<file path="src/rtl/system_ram_arbiter.sv">
// Two-master round-robin arbiter for the shared single-port system RAM (Avalon-MM pipelined slaves).
// Optional m0 bus lock is enabled by defining SYSTEM_RAM_ARB_LOCK_EN.
module system_ram_arbiter #(
  parameter int ADDR_W = 11,
  parameter int DATA_W = 32,
  parameter int BE_W   = 4
) (
  input  logic              clk,
  input  logic              reset_n,
`ifdef SYSTEM_RAM_ARB_LOCK_EN
  input  logic              m0_lock,
`endif
  input  logic [ADDR_W-1:0] m0_address,
  input  logic [BE_W-1:0]   m0_byteenable,
  input  logic              m0_read,
  input  logic              m0_write,
  input  logic [DATA_W-1:0] m0_writedata,
  output logic              m0_waitrequest,
  output logic [DATA_W-1:0] m0_readdata,
  output logic              m0_readdatavalid,
  input  logic [ADDR_W-1:0] m1_address,
  input  logic [BE_W-1:0]   m1_byteenable,
  input  logic              m1_read,
  input  logic              m1_write,
  input  logic [DATA_W-1:0] m1_writedata,
  output logic              m1_waitrequest,
  output logic [DATA_W-1:0] m1_readdata,
  output logic              m1_readdatavalid,
  output logic [ADDR_W-1:0] ram_address,
  output logic [BE_W-1:0]   ram_byteenable,
  output logic              ram_chipselect,
  output logic              ram_write,
  output logic [DATA_W-1:0] ram_writedata,
  output logic              ram_clken,
  input  logic [DATA_W-1:0] ram_readdata
);

  logic req0, req1, lock_act, gnt0, gnt1;
  logic rd_pend_q, rd_pend_d;
  logic rd_owner_q, rd_owner_d;
  logic last_grant_q, last_grant_d;

  always_comb begin
    req0 = m0_read | m0_write;
    req1 = m1_read | m1_write;
    lock_act = 1'b0;
`ifdef SYSTEM_RAM_ARB_LOCK_EN
    // Lock only holds once m0 owns the last accepted access.
    lock_act = m0_lock & ~last_grant_q;
`endif
    gnt0 = reset_n & req0 & (~req1 | last_grant_q | lock_act);
    gnt1 = reset_n & req1 & ~lock_act & (~req0 | ~last_grant_q);

    // Write wins when read and write are both asserted.
    rd_pend_d    = (gnt0 & m0_read & ~m0_write) | (gnt1 & m1_read & ~m1_write);
    rd_owner_d   = rd_owner_q;
    last_grant_d = last_grant_q;
    if (gnt1) begin
      rd_owner_d   = 1'b1;
      last_grant_d = 1'b1;
    end else if (gnt0) begin
      rd_owner_d   = 1'b0;
      last_grant_d = 1'b0;
    end
  end

  always_ff @(posedge clk or negedge reset_n) begin
    if (!reset_n) begin
      rd_pend_q    <= 1'b0;
      rd_owner_q   <= 1'b0;
      last_grant_q <= 1'b1;
    end else begin
      rd_pend_q    <= rd_pend_d;
      rd_owner_q   <= rd_owner_d;
      last_grant_q <= last_grant_d;
    end
  end

  always_comb begin
    m0_waitrequest   = ~reset_n | (req0 & ~gnt0);
    m1_waitrequest   = ~reset_n | (req1 & ~gnt1);
    m0_readdatavalid = reset_n & rd_pend_q & ~rd_owner_q;
    m1_readdatavalid = reset_n & rd_pend_q & rd_owner_q;
    m0_readdata      = ram_readdata;
    m1_readdata      = ram_readdata;
    ram_clken        = reset_n;
    ram_chipselect   = gnt0 | gnt1;
    ram_write        = (gnt0 & m0_write) | (gnt1 & m1_write);
    // Losing master's address and data never reach the RAM pins.
    ram_address      = '0;
    ram_byteenable   = '0;
    ram_writedata    = '0;
    if (gnt1) begin
      ram_address    = m1_address;
      ram_byteenable = m1_byteenable;
      ram_writedata  = m1_writedata;
    end else if (gnt0) begin
      ram_address    = m0_address;
      ram_byteenable = m0_byteenable;
      ram_writedata  = m0_writedata;
    end
  end

`ifndef SYNTHESIS
  always @(posedge clk) begin
    if (reset_n) begin
      assert (!(m0_read && m0_write)) else $error("m0 read and write asserted together");
      assert (!(m1_read && m1_write)) else $error("m1 read and write asserted together");
    end
  end
`endif

endmodule

</file>
<file path="config.mk">
export PLATFORM = sky130hd
export DESIGN_NAME = system_ram_arbiter
export DESIGN_NICKNAME = d
export VERILOG_FILES = /design/src/rtl/system_ram_arbiter.sv
export SDC_FILE = /design/constraint.sdc
export NUM_CORES = 1
export LEC_CHECK = 0
export CAP_MARGIN = 15
export CORE_AREA = 2 2 96 98
export CTS_BUF_LIST = sky130_fd_sc_hd__clkbuf_8
export CTS_CLUSTER_DIAMETER = 100
export DETAILED_ROUTE_END_ITERATION = 6
export DIE_AREA = 0 0 98 100
export HOLD_SLACK_MARGIN = 0.06
export PLACE_DENSITY = 0.62
export SLEW_MARGIN = 20
export SYNTH_ARGS = -nofsm -noshare
export SYNTH_HDL_FRONTEND = slang
export SYNTH_SLANG_ARGS = --single-unit
</file>
<file path="constraint.sdc">
create_clock -name clk -period 1.8 [get_ports clk]
set_input_delay 0.27 -clock clk [delete_from_list [all_inputs] [get_ports clk]]
set_output_delay 0.27 -clock clk [all_outputs]
set_load 0.05 [all_outputs]
</file>
Yosys cells after proc, flatten, opt, wreduce, memory -nomap -nowiden
Cells that the tools add are included.
{"block": "word_totals", "ff_bits": 3, "latch_bits": 0, "ram_bits": 0, "rom_bits": 0, "word_cells": 45, "mem_count": 0}
{"block": "classes", "n_addsub": 0, "n_mul": 0, "div": 0, "magnitude_cmp": 0, "eq_ne": 0, "shift": 0, "n_mux": 8, "bitwise": 33, "n_reduce_logical": 1}
{"op": "$mux 32", "n": 2}
{"op": "$mux 11", "n": 2}
{"op": "$and 1x1->1", "n": 15}
{"op": "$not 1->1", "n": 9}
{"op": "$or 1x1->1", "n": 9}
{"op": "$mux 4", "n": 2}
{"op": "$mux 1", "n": 2}
{"op": "$reduce_bool 2->1", "n": 1}

Depth between registers and ports, before layout
Gate-level depths: netlist of run 1.
{"block": "logic_depth", "ltp_word": 7, "mapped_depth": 5}

Worst setup path before layout of run 1
Ideal clock, no wire load.
{"block": "synth_timing", "path_type": "register to output", "start": "reg last_grant_q", "end": "out m1_waitrequest", "t_arrival_ps": 1693, "setup_slack_ps": -163, "path_stages_with_launch": 3, "path_buffers": 0, "cell_sequence": "dfstp_2 inv_1 o21ai_0"}
{"block": "synth_via", "elab_chain_len": 6}
{"element": "start, declared", "line_no": "41", "source": "logic last_grant_q, last_grant_d;"}
{"element": "start signal, assigned", "line_no": "75", "source": "last_grant_q <= last_grant_d;"}
{"element": "$not 1->1", "line_no": "52", "source": "gnt1 = reset_n & req1 & ~lock_act & (~req0 | ~last_grant_q);"}
{"element": "$or 1x1->1", "line_no": "52"}
{"element": "$and 1x1->1", "line_no": "52"}
{"element": "$not 1->1", "line_no": "81", "source": "m1_waitrequest = ~reset_n | (req1 & ~gnt1);"}
{"element": "$and 1x1->1", "line_no": "81"}
{"element": "$or 1x1->1", "line_no": "81"}
{"element": "end, declared", "line_no": "26", "source": "output logic m1_waitrequest,"}
No other way between the ends.

Worst setup path in the final report of run 1
{"block": "layout_timing", "start": "reg last_grant_q", "end": "out ram_writedata[17]"}
{"block": "layout_via", "elab_chain_len": 4, "word_cells_on_any_way": 7}
{"element": "$or 1x1->1 / $not 1->1 (equally long branches)", "line_no": "51, 52"}
{"element": "$and 1x1->1 / $or 1x1->1 (equally long branches)", "line_no": "51, 52"}
{"element": "$mux 32 / $and 1x1->1 (equally long branches)", "line_no": "97, 52"}
{"element": "$mux 32 *", "line_no": "93", "source": "if (gnt1) begin"}
{"element": "end, declared", "line_no": "33", "source": "output logic [DATA_W-1:0] ram_writedata,"}
Mark *: on every way between the ends. The rest lies on a longest branch, timed or not.

==> results of run 1 <==
==> final cells by class <==
class,count,area [um2],share of cell area (%)
inverters,3,11.3,0.340
multi-input cells,65,768,23.2
clock inverters,1,3.75,0.113
clock buffers,3,41.3,1.25
repair buffers,170,2270,68.6
well taps,111,139,4.19
flip-flops and latches,3,76.3,2.30
==> worst max-delay path, cell delays in order (launching register included) <==
cell	delay, ns
sky130_fd_sc_hd__dfstp_2	0.53
sky130_fd_sc_hd__o21ai_1	0.06
sky130_fd_sc_hd__and3b_4	0.24
sky130_fd_sc_hd__buf_12	0.16
sky130_fd_sc_hd__a22o_1	0.26
sky130_fd_sc_hd__buf_12	0.16
==> final timing paths <==
kind / end / slack (ns)
setup / recovery: ram_writedata[17] / -0.11
hold / removal: rd_pend_q / 0.07
setup reg to reg: rd_owner_q / 0.56
hold reg to reg: rd_owner_q / 0.51
max in group asynchronous: last_grant_q / 1.52
min in group clk: rd_owner_q / 0.51
==> repair_timing <==
action / CTS / global route
gates cloned: 2 / 2
setup endpoints to repair: 49 / 49
pin swaps: 10 / 12
resized for setup: 19 / 17
buffers inserted: 3 / 0
hold endpoints to repair: 0 / 0
==> routing by layer <==
| layer | share of wire, % | track usage (%) |
|---|---|---|
| met1 | 32 | 9.36 |
| met4 | 3.1 | 5.34 |
| met3 | 7.9 | 2.16 |
| met2 | 57 | 20.7 |
| met5 | 0 | 0 |
==> metrics by stage <==
step	hold WS (ns)	TNS, ns	worst slack (ns)	cells
finish	0.0673	-4.31	-0.109	356
global route	0.0819	-7.04	-0.166	356
CTS	0.426	-5.81	-0.176	356
detailed placement	0.499	-8.18	-0.210	347
global placement	0.489	-7.92	-0.201	347
floorplan	-0.0256	0	0.0547	147
==> power groups by stage <==
stage	Clock [uW]	Sequential [uW]	Combinational (uW)
2_1_floorplan	0	85.2	1030
3_3_place_gp	0	85.1	1470
3_5_place_dp	0	85.4	1480
4_1_cts	193	84.7	1570
5_1_grt	210	85.9	1660
6_report	191	84.6	1610
==> cell families after synthesis <==
family | synth area share [%]
AOI/OAI and AO/OA | 41.1
and+or+nand+nor | 2.69
DFF | 6.32
buffers and inverters | 49.9
==> registers in the layout (all words and copies together) (netlist names) <==
name,cells
rd_pend_q,1
last_grant_q,1
rd_owner_q,1
==> cells in the final DEF, fill, tap and decap left out, types with 2 or more instances in the layout <==
cell,netlist,routed
sky130_fd_sc_hd__a22o_1,48,22
sky130_fd_sc_hd__o21ai_1,1,2
sky130_fd_sc_hd__dfrtp_1,2,2
sky130_fd_sc_hd__dlygate4sd2_1,0,4
sky130_fd_sc_hd__a22o_4,0,26
sky130_fd_sc_hd__buf_6,7,2
sky130_fd_sc_hd__clkbuf_8,0,3
sky130_fd_sc_hd__inv_1,3,4
sky130_fd_sc_hd__buf_4,67,10
sky130_fd_sc_hd__buf_12,0,58
sky130_fd_sc_hd__nor2_1,2,2
sky130_fd_sc_hd__a21o_1,2,2
sky130_fd_sc_hd__clkdlybuf4s50_1,0,94
==> synth_stat cells (2+ instances only) <==
cell and instances:
sky130_fd_sc_hd__a21o_1 2, sky130_fd_sc_hd__a22o_1 48, sky130_fd_sc_hd__buf_2 2, sky130_fd_sc_hd__buf_4 67
sky130_fd_sc_hd__buf_6 7, sky130_fd_sc_hd__dfrtp_1 2, sky130_fd_sc_hd__inv_1 3, sky130_fd_sc_hd__nor2_1 2
sky130_fd_sc_hd__o21ai_0 2
==> impl_metrics.sql, run 1 <==
INSERT INTO impl_metrics (metric_group, metric, value, unit) VALUES
('outcome', 'status', 'finished, violations left', ''),
('outcome', 'failed_checks', 'setup timing', ''),
('synthesis', 'syn-mean-instance-area', '8.22', 'um2'),
('synthesis', 'synth.top_cell.area_share', '41.6', '%'),
('pwr', 'seq_power_share', '4.5', '%'),
('route', 'detailed_routing_iteration_count_for_the_pre_antenna_repair_pass', '4', ''),
('layout', 'finalCoreUtilization', '37.3', '%'),
('timing', 'slew_viol_final', '0', ''),
('route', 'drt_iter0_markers', '22', ''),
('placed_design', 'globalplace.congestion', '0.776', ''),
('timing', 'slew_headroom', '83.9', '%'),
('pwr', 'irDropWorstVdd', '0.398', 'mV'),
('clocking', 'holdBufCountCts', '0', ''),
('route', 'drt.antenna.violating_nets', '0', ''),
('route', 'wl_per_cell', '15.6', 'um'),
('run', 'maxCapViolations', '0', ''),
('synthesis', 'synth.lib_cells_used.distinct', '21', ''),
('layout', 'fraction_of_final_layout_cells_with_drive_strength_greater_than_1', '42.4', '%'),
('synthesis', 'synth_top_flop_cell', 'sky130_fd_sc_hd__dfrtp_1', ''),
('clocking', 'clk_pin_slew', '0.03', 'ns'),
('floorplan', 'initial_utilization', '13.6', '%'),
('synthesis', 'yosysWarningCount', '0', ''),
('grt', 'grtUsageTotal', '10.2', '%'),
('route', 'drt_drc_violations_left', '0', ''),
('pwr', 'internal_power', '1080', 'uW'),
('clocking', 'cts_num_sinks', '3', ''),
('pwr', 'p_leak', '0.00141', 'uW'),
('worst_setup_path', 'critical_path_fanouts_max', '15', ''),
('worst_setup_path', 'r2r_worst_path_depth', '4', ''),
('timing', 'tightest_slew', '0.239', 'ns'),
('synthesis', 'yosys_register_bits', '3', ''),
('timing', 'setup_slack', '-0.109', 'ns'),
('worst_setup_path', 'setup.worst_path.start', 'last_grant_q', ''),
('timing', 'rsz0062_at_grt', 'yes', ''),
('pwr', 'combinationalPowerShare', '85.3', '%'),
('synthesis', 'post_synth_instance_area', '0.00121', 'mm2'),
('floorplan', 'design.core.area', '0.00889', 'mm2'),
('timing', 'timing.fmax', '0.524', 'GHz'),
('placed_design', 'io_buffer_count', '153', ''),
('pwr', 'relative_contribution_of_the_clock_network_to_total_power', '10.2', '%'),
('floorplan', 'floorplan.die_area', '0.00980', 'mm2'),
('floorplan', 'die_height', '100', 'um'),
('clocking', 'htreeDepth', '1', ''),
('worst_setup_path', 'worst-setup-path-type', 'register to primary output', ''),
('pwr', 'proportion_of_total_power_due_to_net_switching', '42.4', '%'),
('grt', 'grt_pass1_vias', '1606', ''),
('clocking', 'cts_tree', 'built', ''),
('worst_setup_path', 'worst_setup_path_start_kind', 'register', ''),
('grt', 'grt_pass1_wl', '8000', 'um'),
('layout', 'area.growth.synth_to_final', '174', '%'),
('timing', 'hold_viol', '0', ''),
('timing', 'timing.final.crit_share', '106', '%'),
('timing', 'setup_viol', '48', ''),
('worst_setup_path', 'worstReg2RegStart', 'last_grant_q', ''),
('route', 'wl', '5570', 'um'),
('grt', 'largest_net_degree_at_the_start_of_global_routing', '31', ''),
('route', 'avgViaCountPerCell', '4.11', ''),
('placed_design', 'detailed_place_hpwl', '4330', 'um'),
('pwr', 'net_switching_power', '797', 'uW'),
('worst_setup_path', 'worst_ep_arrival_time', '1.64', 'ns'),
('pwr', 'p_per_area', '568', 'mW/mm2'),
('worst_setup_path', 'cp-end-kind', 'primary output', ''),
('synthesis', 'seq_area_frac_synth', '6.31', '%'),
('synthesis', 'synthesis.nets', '279', ''),
('layout', 'layout.cell_area.non_filler', '0.00331', 'mm2'),
('floorplan', 'die_x', '98', 'um'),
('worst_setup_path', 'worst_ep_required_time', '1.53', 'ns'),
('layout', 'final_net_count', '378', ''),
('synthesis', 'synthCells', '147', ''),
('clocking', 'cts.root.buffer_cell', 'sky130_fd_sc_hd__clkbuf_8', ''),
('pwr', 'totalPowerFinal', '1880', 'uW');
Note: power is estimated with default switching activity, not from simulation.
==> inputs of run 2 (changes only) <==
SLEW_MARGIN = 40   (was 20)
==> results of run 2 <==
The final DEF is identical to that of run 1; final timing and power are the same.
